--- src/rtl/timer_pkg.sv ---
// Shared types and helpers for the BCD countdown timer.
// Define TIMER_MMSS_EN to make digits 1 and 3 mod-6, giving an MM:SS countdown.
package timer_pkg;

  // IDLE: loaded or cleared, waiting | RUNNING: counting ticks | PAUSED: held | DONE: reached zero
  typedef enum logic [1:0] {
    IDLE    = 2'd0,
    RUNNING = 2'd1,
    PAUSED  = 2'd2,
    DONE    = 2'd3
  } timer_state_e;

  localparam logic [3:0] BCD_MAX       = 4'd9;
  localparam logic [3:0] MMSS_TENS_MAX = 4'd5;

`ifdef TIMER_MMSS_EN
  localparam bit MMSS_EN = 1'b1;
`else
  localparam bit MMSS_EN = 1'b0;
`endif

  function automatic logic [3:0] digit_max(input int index);
    return (MMSS_EN && (index == 1 || index == 3)) ? MMSS_TENS_MAX : BCD_MAX;
  endfunction

endpackage

--- src/rtl/bcd_down_digit.sv ---
// One BCD decade of the countdown chain; wraps 0 -> MAX and borrows from the next stage.
module bcd_down_digit #(
  parameter logic [3:0] MAX = 4'd9
) (
  input  logic       clock,
  input  logic       clearn,
  input  logic       en,
  input  logic       load,
  input  logic       clear,
  input  logic [3:0] data,
  output logic [3:0] digit,
  output logic       borrow_out
);

  assign borrow_out = en && (digit == 4'd0);

  always_ff @(posedge clock or negedge clearn) begin
    if (!clearn) begin
      digit <= 4'd0;
    end else if (clear) begin
      digit <= 4'd0;
    end else if (load) begin
      digit <= data;
    end else if (en) begin
      digit <= (digit == 4'd0) ? MAX : digit - 4'd1;
    end
  end

endmodule

--- src/rtl/bcd_countdown_timer.sv ---
// Multi-digit BCD countdown timer with idle/run/pause/done control and optional auto-reload.
// Digit moduli follow TIMER_MMSS_EN (see timer_pkg).
module bcd_countdown_timer
  import timer_pkg::*;
#(
  parameter int NUM_DIGITS  = 4,
  parameter bit AUTO_RELOAD = 1'b0
) (
  input  logic                    clock,
  input  logic                    clearn,
  input  logic                    tick,
  input  logic [4*NUM_DIGITS-1:0] data,
  input  logic                    loadn,
  input  logic                    start,
  input  logic                    pause,
  input  logic                    cancel,
  output logic [4*NUM_DIGITS-1:0] digits,
  output logic                    zero,
  output logic                    done,
  output logic                    running,
  output logic [1:0]              state
);

  localparam int W = 4 * NUM_DIGITS;

  timer_state_e state_q, next_state;

  logic [W-1:0]        data_clamped;
  logic [W-1:0]        reload_q;
  logic [W-1:0]        load_value;
  logic [NUM_DIGITS:0] en_chain;
  logic                load_en, clear_en, dec_en, reach_zero, reload_wr;
  logic                count_one;
  logic                unused_top_borrow;

  assign zero              = (digits == '0);
  assign count_one         = (digits == W'(1));
  assign running           = (state_q == RUNNING);
  assign state             = state_q;
  assign en_chain[0]       = dec_en;
  assign unused_top_borrow = en_chain[NUM_DIGITS];

  always_comb begin
    logic [3:0] nib;
    data_clamped = '0;
    for (int i = 0; i < NUM_DIGITS; i++) begin
      nib = data[4*i +: 4];
      data_clamped[4*i +: 4] = (nib > digit_max(i)) ? digit_max(i) : nib;
    end
  end

  always_comb begin
    next_state = state_q;
    load_en    = 1'b0;
    clear_en   = 1'b0;
    dec_en     = 1'b0;
    reach_zero = 1'b0;
    reload_wr  = 1'b0;
    load_value = data_clamped;
    if (cancel) begin
      next_state = IDLE;
      clear_en   = 1'b1;
    end else if (!loadn && state_q != RUNNING) begin
      next_state = IDLE;
      load_en    = 1'b1;
      reload_wr  = 1'b1;
    end else if (pause) begin
      if (state_q == RUNNING) next_state = PAUSED;
    end else if (start && state_q != RUNNING) begin
      if (!zero) next_state = RUNNING;
    end else if (tick && state_q == RUNNING && !zero) begin
      if (count_one) begin
        reach_zero = 1'b1;
        // A zero reload value would restart at zero, so it ends the run instead.
        if (AUTO_RELOAD && reload_q != '0) begin
          load_en    = 1'b1;
          load_value = reload_q;
        end else begin
          clear_en   = 1'b1;
          next_state = DONE;
        end
      end else begin
        dec_en = 1'b1;
      end
    end
  end

  always_ff @(posedge clock or negedge clearn) begin
    if (!clearn) begin
      state_q  <= IDLE;
      done     <= 1'b0;
      reload_q <= '0;
    end else begin
      state_q <= next_state;
      done    <= reach_zero;
      if (reload_wr) reload_q <= data_clamped;
    end
  end

  for (genvar i = 0; i < NUM_DIGITS; i++) begin : g_digit
    bcd_down_digit #(.MAX(digit_max(i))) u_digit (
      .clock      (clock),
      .clearn     (clearn),
      .en         (en_chain[i]),
      .load       (load_en),
      .clear      (clear_en),
      .data       (load_value[4*i +: 4]),
      .digit      (digits[4*i +: 4]),
      .borrow_out (en_chain[i+1])
    );
  end

endmodule
--- config.mk ---
export PLATFORM = sky130hd
export DESIGN_NAME = bcd_countdown_timer
export DESIGN_NICKNAME = d
export VERILOG_FILES = /design/src/rtl/timer_pkg.sv /design/src/rtl/bcd_down_digit.sv /design/src/rtl/bcd_countdown_timer.sv
export SDC_FILE = /design/constraint.sdc
export NUM_CORES = 1
export LEC_CHECK = 0
export ABC_AREA = 1
export BUFFER_PORTS_ARGS = -buffer_cell sky130_fd_sc_hd__buf_2
export CAP_MARGIN = 20
export CORE_AREA = 4 4 59 61
export CTS_CLUSTER_DIAMETER = 40
export CTS_CLUSTER_SIZE = 10
export DETAILED_ROUTE_END_ITERATION = 10
export DIE_AREA = 0 0 63 65
export PLACE_DENSITY = 0.78
export SLEW_MARGIN = 5
export SYNTH_ARGS = -nofsm -noshare
export SYNTH_HDL_FRONTEND = slang
export SYNTH_SLANG_ARGS = --single-unit
--- constraint.sdc ---
create_clock -name clock -period 2.8 [get_ports clock]
set_input_delay 0.28 -clock clock [delete_from_list [all_inputs] [get_ports clock]]
set_output_delay 0.28 -clock clock [all_outputs]
set_load 0.01 [all_outputs]
---- Word-level counts from Yosys, hierarchy flattened ----
Index checks and enable logic that the tools add are counted.
storage, ports and cells
  bits in registers ....................... 19
  input port bits ......................... 23
  output and inout bits ................... 21
cells by class
  add/sub/neg operators ................... 4
  magnitude comparators ................... 4
  eq/ne operators ......................... 5
  multiplexer cells ....................... 43
  reductions and logical operators ........ 21
operators by type and width
  kind                                                    number
  2-to-1 mux 4 bit                                        20
  equality test 16 x 1 -> 1 bit (second input constant)   1
  greater-than comparator 4 bit (second input constant)   4
  zero test 16 bit                                        1
  zero test 4 bit                                         4
  2-to-1 mux 2 bit                                        8
  subtractor 4 x 1 -> 4 bit (second input constant)       4
  2-to-1 mux 1 bit                                        15
  nonzero test 3 bit                                      4
  nonzero test 5 bit                                      2
  logical AND 1 bit                                       7
  inequality test 5 bit (second input constant)           1
  inequality test 4 x 1 -> 1 bit (second input constant)  1
  AND reduction 4 bit                                     1
  equality test 2 x 1 -> 1 bit (second input constant)    1
  zero test 1 bit                                         2
  inequality test 2 x 1 -> 1 bit (second input constant)  1

---- Longest topological paths before layout ----
Gate-level depths: netlist of the first run.
  word-level depth ........................ 14
  gate-level depth with buffers ........... 12

---- Modules after synthesis ----
From an unflattened synthesis of the first run, not the netlist that was laid out.
second synthesis, totals
  cells, all modules ...................... 269
  area, all modules ....................... 1,585.3 µm²
by module, submodules not included
  module               instances  cells an instance  area an instance (µm²)  seq. area each (µm²)
  bcd_down_digit       4          45                 269.0                   100.1
  bcd_countdown_timer  1          89                 509.2                   75.1

---- Least setup slack after synthesis of the first run ----
Ideal clock, no wire load.
  path type ............................... register to register
  start point ............................. reg g_digit[3].u_digit.digit[0]
  end point ............................... reg g_digit[0].u_digit.digit[3]
  library setup time ...................... 0.118 ns
  arrival ................................. 1.623 ns
  required time ........................... 2.682 ns
  setup slack ............................. 1.060 ns
  cell stages (with the launch flop) ...... 12
  path buffers ............................ 0
  clock period less this slack ............ 1.740 ns
  cell sequence ........................... dfrtp_1 -> inv_1 -> ha_1 -> nand3_2 -> nor2_4 -> nand2_1 -> nand2_2 -> nor2_4 -> nor2_8 -> nand2_1 -> nand3b_1 -> nand2_1
between the ends
  word-level cells in the longest chain between the ends .. 9
  elaborated cells between the ends (all ways) .. 18
  classes of those cells .................. eq/ne: 1; mux: 13; reduce/logical: 4
RTL lines
  what                                                                     RTL line                   RTL
  start, declared                                                          bcd_down_digit.sv:11       output logic [3:0] digit,
  start signal, assigned                                                   bcd_down_digit.sv:23       digit <= data;
  start signal, assigned                                                   bcd_down_digit.sv:25       digit <= (digit == 4'd0) ? MAX : digit - 4'd1;
  zero test 16 bit                                                         bcd_countdown_timer.sv:36  assign zero = (digits == '0);
  zero test 1 bit                                                          bcd_countdown_timer.sv:71  end else if (tick && state_q == RUNNING && !zero) begin
  logical AND 1 bit                                                        bcd_countdown_timer.sv:71
  2-to-1 mux 1 bit                                                         bcd_countdown_timer.sv:71
  2-to-1 mux 1 bit                                                         bcd_countdown_timer.sv:69  end else if (start && state_q != RUNNING) begin
  2-to-1 mux 1 bit                                                         bcd_countdown_timer.sv:67  end else if (pause) begin
  2-to-1 mux 1 bit                                                         bcd_countdown_timer.sv:63  end else if (!loadn && state_q != RUNNING) begin
  2-to-1 mux 1 bit                                                         bcd_countdown_timer.sv:60  if (cancel) begin
  nonzero test 3 bit (no line) / 2-to-1 mux 4 bit (equally long branches)  --
  end signal, assigned                                                     bcd_down_digit.sv:23
  end signal, assigned                                                     bcd_down_digit.sv:25
  end, declared                                                            bcd_down_digit.sv:11
Parallel ways exist; a longest one is shown, timed or not.
A chain may end at the register's enable or synchronous reset.

---- Final worst setup path of the first run ----
  start point ............................. reg g_digit[3].u_digit.digit[0]
  end point ............................... reg g_digit[0].u_digit.digit[1]
Same word-level chain as after synthesis.

==> key figures, run 1 <==
Routing
  • DRT iter0 DRCs: 95
  • Detailed Routing Iterations Pass 1: 4
  • Via count: 1600
  • Routed WL: 3710 um
  • Residual DRC count: 0
  • Post-DR vias/cell: 5.16
  • Post-DR wirelength/cell: 12.0 um
  • ANT nets after route: 0

Yosys
  • Syn Nets: 260
  • Post-synthesis instance total: 232
  • Sequential fraction of the synthesis area: 30.2%
  • Average size of a mapped cell: 6.79 um2
  • Synth Cell Area: 1580 um2
  • Distinct cells, synth: 29
  • Ys Warns: 0
  • Synthesis-stage register bit count: 19

Setup path
  • Reg2Reg Launch Point: g_digit[3].u_digit.digit[0]
  • CP startpoint: g_digit[3].u_digit.digit[0]
  • Critical path class: reg2reg
  • Worst EP arrival: 2.30 ns
  • Reg-to-Reg End: g_digit[0].u_digit.digit[1]
  • Crit path max fanout: 12
  • Critical Path Source Type: flop
  • Flop2flop setup slack: 0.75 ns
  • Worst r2r path cells: 10
  • Worst path required time: 3.05 ns
  • Nature of the critical path endpoint: flop
  • Worst Setup EP: g_digit[0].u_digit.digit[1]

Global routing
  • Vias in the first global route: 1423
  • Remaining Overflow, GRT: 0
  • First-pass GRT wire length: 6150 um
  • Total track usage: 18.6%
  • Largest net degree at the start of global routing: 20
  • Initial antenna violation count: 0

Timing
  • Final period utilization: 73.4%
  • Setup ws final: 0.746 ns
  • Final Hold Viols: 0
  • Final Setup Violations: 0
  • Final slew viol count: 0
  • Clk_skew: 0.0120 ns
  • Hold_ws: 0.235 ns
  • Fin Setup TNS: 0 ns
  • Least-Margin Pin Slew: 0.531 ns
  • Rel. slew slack: 64.6%
  • Min Tclk post-route: 2.05 ns
  • RSZ-0062 raised after global routing: false
  • Max Freq: 487 MHz

Placed design
  • Placement Setup Slack: 0.745 ns
  • PortBufs: 43
  • Final Wtd Congestion: 0.876
  • Post-detail-place hpwl: 2950 um

Die
  • FP Rows: 20
  • Chip height: 65 um
  • Die width: 63 um
  • Die footprint: 4100 um2
  • Starting Density: 52.9%
  • # IOs: 44
  • Core area: 2980 um2

Clocking
  • CTS Hold Bufs: 1
  • Clock tree buffer depth: 2
  • Cts repair resizes: 0
  • CTS tree: built
  • Clock latency on the worst-skew pair: 0.31 ns
  • H-tree levels: 1
  • Total CTS buffers: 3
  • Setup Fix Bufs, Post-CTS: 0
  • Root buffer cell: clkbuf_4
  • Reg clk slew, reported paths: 0.11 ns
  • # clock sinks: 19

Final layout
  • Fin nets: 306
  • Area grow syn2layout: 17.3%
  • Antenna diodes: 0
  • Layout cells sized above 1: 25.6%

Hold path
  • Hold path start: cancel
  • Worst Hold Class: in2reg

Run
  • Max-cap violations: 0

Run status
  • Status: completed

Power and ir drop
  • Leakage power: 1.04 nW
  • Max VDD drop: 391 uV
  • Pwr/cell area: 710 nW/um2
[critical path: stages (launching register included)]
cell and delay [ns]:
dfrtp_1 0.43, inv_1 0.10, ha_1 0.21, nand3_2 0.16, nor2_4 0.16, nand2_1 0.09
nand2_2 0.11, nor2_4 0.07, nor2_2 0.42, nand3_1 0.14, nand2_1 0.10
[power by group]
| part | switching (mW) | internal [mW] | total, mW |
|---|---|---|---|
| combinational | 0.435 | 0.298 | 0.732 |
| clock | 0.0966 | 0.0534 | 0.150 |
| sequential | 0.0837 | 0.345 | 0.429 |
[per-stage QoR]
step	cell area [um2]	instances	util (%)	power (mW)
2_1_floorplan	1580	232	-	0.962
5_1_grt	1850	310	62.1	1.44
3_3_place_gp	1810	305	60.8	1.16
4_1_cts	1850	310	62.1	1.32
6_report	1850	310	62.1	1.31
3_5_place_dp	1810	305	60.8	1.17
[sequential cells by signal, summed over array words and instances (netlist names)]
register,flops
state,2
done,1
g_digit.u_digit.digit,16
[placed cells by master (no fill, tap or decap)]
master,n
buf_2,43
nor3_1,5
nor2_2,5
nand3_2,5
nand3_1,28
nand2_1,65
o211ai_1,1
o21ai_0,10
ha_1,5
nor2_4,2
nand2_2,4
nand2_4,2
nor2_1,22
dlygate4sd3_1,1
a21oi_1,3
a22oi_1,2
inv_1,31
xnor2_1,3
dfrtp_1,19
inv_4,1
nand3b_1,4
nor2_8,1
clkbuf_4,3
o22ai_1,2
nand2_8,1
xor2_1,1
clkinv_2,1
or2_2,2
o21a_1,3
nand4_1,1
inv_2,1
[layer usage]
layer  vias to the layer above  routed length, um  track usage [%]
met5                         -                  0                0
met4                         0                 50             6.61
met3                         5                219             2.08
met2                        45               1690             31.1
met1                       716               1750             24.8
li1                        834                  -                -
[cells by family (layout without fill, tap and decap cells)]
family,after synthesis,after routing,share of synthesized area [%]
compound gates,21,21,7.78
xor+xnor,4,4,2.22
fa+ha+maj,5,5,3.97
buf+inv,36,81,9.37
flops,19,19,30.2
simple gates,147,147,46.5
[Yosys cell counts, drive strengths merged]
library cell  instances  area, um2
nand2                72        312
inv                  33        126
nand3                33        190
nor2                 30        156
dfrtp                19        475
o21ai                10       50.1
ha                    5       62.6
nor3                  5       25.0
nand3b                4       30.0
a21oi                 3       15.0
buf                   3       21.3
o21a                  3       22.5
xnor2                 3       26.3
a22oi                 2       15.0
o22ai                 2       12.5
or2                   2       12.5
nand4                 1       6.26
o211ai                1       7.51
xor2                  1       8.76
[final cells by class]
| type | count | area, um2 |
|---|---|---|
| fillers | 285 | 1130 |
| clock buffers | 3 | 22.5 |
| flip-flops and latches | 19 | 475 |
| multi-input cells | 177 | 952 |
| well taps | 33 | 41.3 |
| clock inverters | 1 | 5.00 |
| inverters | 33 | 126 |
| repair buffers | 44 | 225 |
[how the worst min path moves through the flow]
stage,endpoint,cells after the start,slack (ns)
2_1_floorplan,done,0,-0.02
3_3_place_gp,g_digit[1].u_digit.digit[0],1,0.25
3_5_place_dp,g_digit[1].u_digit.digit[0],1,0.26
4_1_cts,done,2,0.22
5_1_grt,done,2,0.24
6_report,done,2,0.23
No activity file was read; power rests on OpenSTA's default activity.
==> inputs of run 2 (changes only) <==
- ABC_AREA: 1 -> 0
- CORE_AREA: 4 4 59 61 -> 4 4 63 65
- DIE_AREA: 0 0 63 65 -> 0 0 67 69
- PLACE_DENSITY: 0.78 -> 0.7
- clock period: 2.8 -> 1.7 ns (I/O delays scaled with it)
==> key figures, run 2 <==
Yosys
  • Post-synthesis instance total: 174
  • Post-synthesis adder-cell area fraction: 4.08%
  • Syn Nets: 202
  • Synth Flop Type: dfrtp_1
  • Synth area leaders: dfrtp_1 (31%), mux2_2 (8.1%), a21oi_1 (5.5%), nand3b_1 (5.4%), inv_1 (4.2%)
  • Largest family of logic cells by synthesized area: simple AND/OR/NAND/NOR gates
  • Ys Warns: 0
  • Post-synth top area share: 31.0%
  • Distinct cells, synth: 34
  • Sequential fraction of the synthesis area: 31.0%
  • XOR/XNOR Fraction of Synth Area: 0%
  • Synthesis-stage register bit count: 19
  • Complex-gate fraction of the synthesized area: 23.2%
  • Simple-Gate Fraction of Synth Area: 24.1%
  • Post-synth top cells: dfrtp_1 (19), a21oi_1 (17), inv_1 (17), nor2_1 (13)
  • Count leader, synth: dfrtp_1
  • Synth Cell Area: 1530 um2
  • Yosys top cell by area: dfrtp_1
  • Number of synthesized flops with an enable pin: 0
  • Ys async rst share: 100%
  • Mux share of post-synthesis cell area: 12.0%
  • Average size of a mapped cell: 8.82 um2

Setup path
  • Critical path class: reg2reg
  • Nature of the critical path endpoint: flop
  • Reg2Reg Launch Point: g_digit[3].u_digit.digit[0]
  • Critical Path Source Type: flop
  • Worst r2r path cells: 8
  • CP max-delay cell: or4_4
  • Worst path required time: 1.93 ns
  • CP max stage delay: 0.61 ns
  • Flop2flop setup slack: -0.81 ns
  • CP dominant cell by count: o21bai_4
  • Crit path max fanout: 4
  • Worst EP arrival: 2.74 ns
  • Reg-to-Reg End: g_digit[3].u_digit.digit[0]
  • Critical-path cell list: inv_2, ha_4, or3b_4, or4_4, o21bai_4, o21bai_4, buf_6, mux2i_2

Clocking
  • Root buffer cell: clkbuf_4
  • Total CTS buffers: 3
  • Clock tree buffer depth: 2
  • Clock latency on the worst-skew pair: 0.31 ns
  • H-tree levels: 1
  • CTS tree: built
  • # clock sinks: 19
  • Reg clk slew, reported paths: 0.12 ns

Final layout
  • Commonest cells after routing, fill and taps aside: buf_4 (57), buf_2 (42), dfrtp_1 (19)
  • Antenna diodes: 0
  • Largest register FFs: 16
  • Commonest non-fill, non-tap cell in the layout: buf_4
  • Fin nets: 309
  • Cell Count, Final, Fillers Out: 326
  • Layout cells sized above 1: 55.0%
  • Area grow syn2layout: 62.5%
  • Largest Register: g_digit.u_digit.digit
  • Post-route design area: 2490 um2

Hold path
  • Hold path start: data[2]
  • Worst Hold Class: in2reg
  • Hold path cells: 4
  • Hold worst-path end: g_digit[0].u_digit.digit[2]

Die
  • Core area: 3340 um2
  • Starting Density: 46.0%
  • Die footprint: 4620 um2
  • Chip height: 69 um
  • FP Rows: 21
  • Die width: 67 um
  • # IOs: 44

Global routing
  • Vias in the first global route: 1729
  • First-pass GRT wire length: 8270 um
  • Grt peak-use layer: met2
  • Met3 GRT Util: 3.41%
  • Met2 usage: 38.5%
  • GR Util met1: 27.7%
  • Remaining Overflow, GRT: 0
  • Initial antenna violation count: 0
  • Total track usage: 22.9%
  • Largest net degree at the start of global routing: 20

Power and ir drop
  • Combinational Power Share: 66.6%
  • Max VDD drop: 670 uV
  • Leakage power: 1.20 nW
  • Internal Dissipation: 1.62 mW
  • Final Power: 2.65 mW
  • Switching Power: 1.02 mW
  • Pwr/cell area: 1060 nW/um2
  • Power share of the sequential group: 23.8%
  • Sw Ratio: 38.6%
  • Clock power frac: 9.6%

Timing
  • Final Setup Violations: 20
  • Max Freq: 399 MHz
  • RSZ-0062 raised after global routing: true
  • Hold_ws: 0.253 ns
  • Fin Setup TNS: -13.83 ns
  • Final slew viol count: 0
  • Clk_skew: 0.00114 ns
  • Least-Margin Pin Slew: 0.641 ns
  • Rel. slew slack: 57.1%
  • Min Tclk post-route: 2.51 ns
  • Final Hold Viols: 0
  • Final period utilization: 148%
  • Setup ws final: -0.809 ns

Routing
  • Post-DR vias/cell: 5.48
  • ANT nets after route: 0
  • Routed WL: 5210 um
  • Residual DRC count: 0
  • Detailed Routing Iterations Pass 1: 4
  • Via count: 1785
  • Post-DR wirelength/cell: 16.0 um
  • DRT iter0 DRCs: 91

Run status
  • Failing checks: setup timing
  • Status: finished, violations left

Placed design
  • PortBufs: 43
  • DP Area: 2210 um2
  • Post-detail-place hpwl: 3530 um
  • Final Wtd Congestion: 0.811
  • DP Cell Count: 306

Run
  • Max-cap violations: 0
run 2: cell families after synthesis:
| kind of cell | Yosys count |
|---|---|
| compound gates | 48 |
| simple gates | 63 |
| flops | 19 |
| fa+ha+maj | 5 |
| mux | 17 |
| buf+inv | 22 |
run 2: how the worst max path moves through the flow:
stage / from / endpoint / slack, ns
after CTS: g_digit[1].u_digit.digit[0] / g_digit[0].u_digit.digit[3] / -0.73
after global placement: g_digit[2].u_digit.digit[0] / g_digit[3].u_digit.digit[1] / -0.73
after floorplan: g_digit[2].u_digit.digit[0] / g_digit[3].u_digit.digit[1] / -0.86
after detailed placement: g_digit[2].u_digit.digit[0] / g_digit[3].u_digit.digit[1] / -0.77
final: g_digit[3].u_digit.digit[0] / g_digit[3].u_digit.digit[0] / -0.81
after global routing: g_digit[3].u_digit.digit[0] / g_digit[3].u_digit.digit[0] / -0.90
run 2: power groups by stage:
stage          registers, mW  clock network, mW  logic (mW)
5_1_grt                0.642              0.283        1.91
2_1_floorplan          0.724                  0       0.672
3_3_place_gp           0.623                  0        1.38
6_report               0.629              0.253        1.76
4_1_cts                0.626              0.257        1.65
3_5_place_dp           0.627                  0        1.41
run 2: per-stage QoR:
| step | worst slack [ns] | utilization, % |
|---|---|---|
| finish | -0.809 | 74.7 |
| global route | -0.897 | 74.7 |
| CTS | -0.732 | 73.4 |
| detailed placement | -0.768 | 66.3 |
| global placement | -0.727 | 66.3 |
| floorplan | -0.861 | - |
run 2: metal layers:
layer	part of all wire, %	up-vias
met5	0	-
met4	3.3	0
met2	51	57
li1	-	855
met1	41	857
met3	4.6	16
run 2: timing repair:
| item | in CTS | in global routing |
|---|---|---|
| gates resized for setup | 27 | 4 |
| hold buffers | 1 | 0 |
| pin swaps | 7 | 1 |
| setup buffers | 11 | 4 |
| setup endpoints to repair | 20 | 20 |
| hold endpoints to repair | 19 | 0 |
run 2: worst max-delay path, delay by kind of cell, from the launching register on:
kind | cells | cell delay [ns]
compound gates | 2 | 0.43
mux | 1 | 0.22
flops | 1 | 0.42
buf+inv | 2 | 0.23
simple gates | 2 | 0.99
fa+ha+maj | 1 | 0.12
run 2: layout make-up:
class                   instances  area [um2]
multi-input cells             133        1120
fillers                       229         845
repair buffers                107         744
flip-flops and latches         19         475
inverters                      17        63.8
well taps                      46        57.6
clock buffers                   3        22.5
clock inverters                 1        5.00
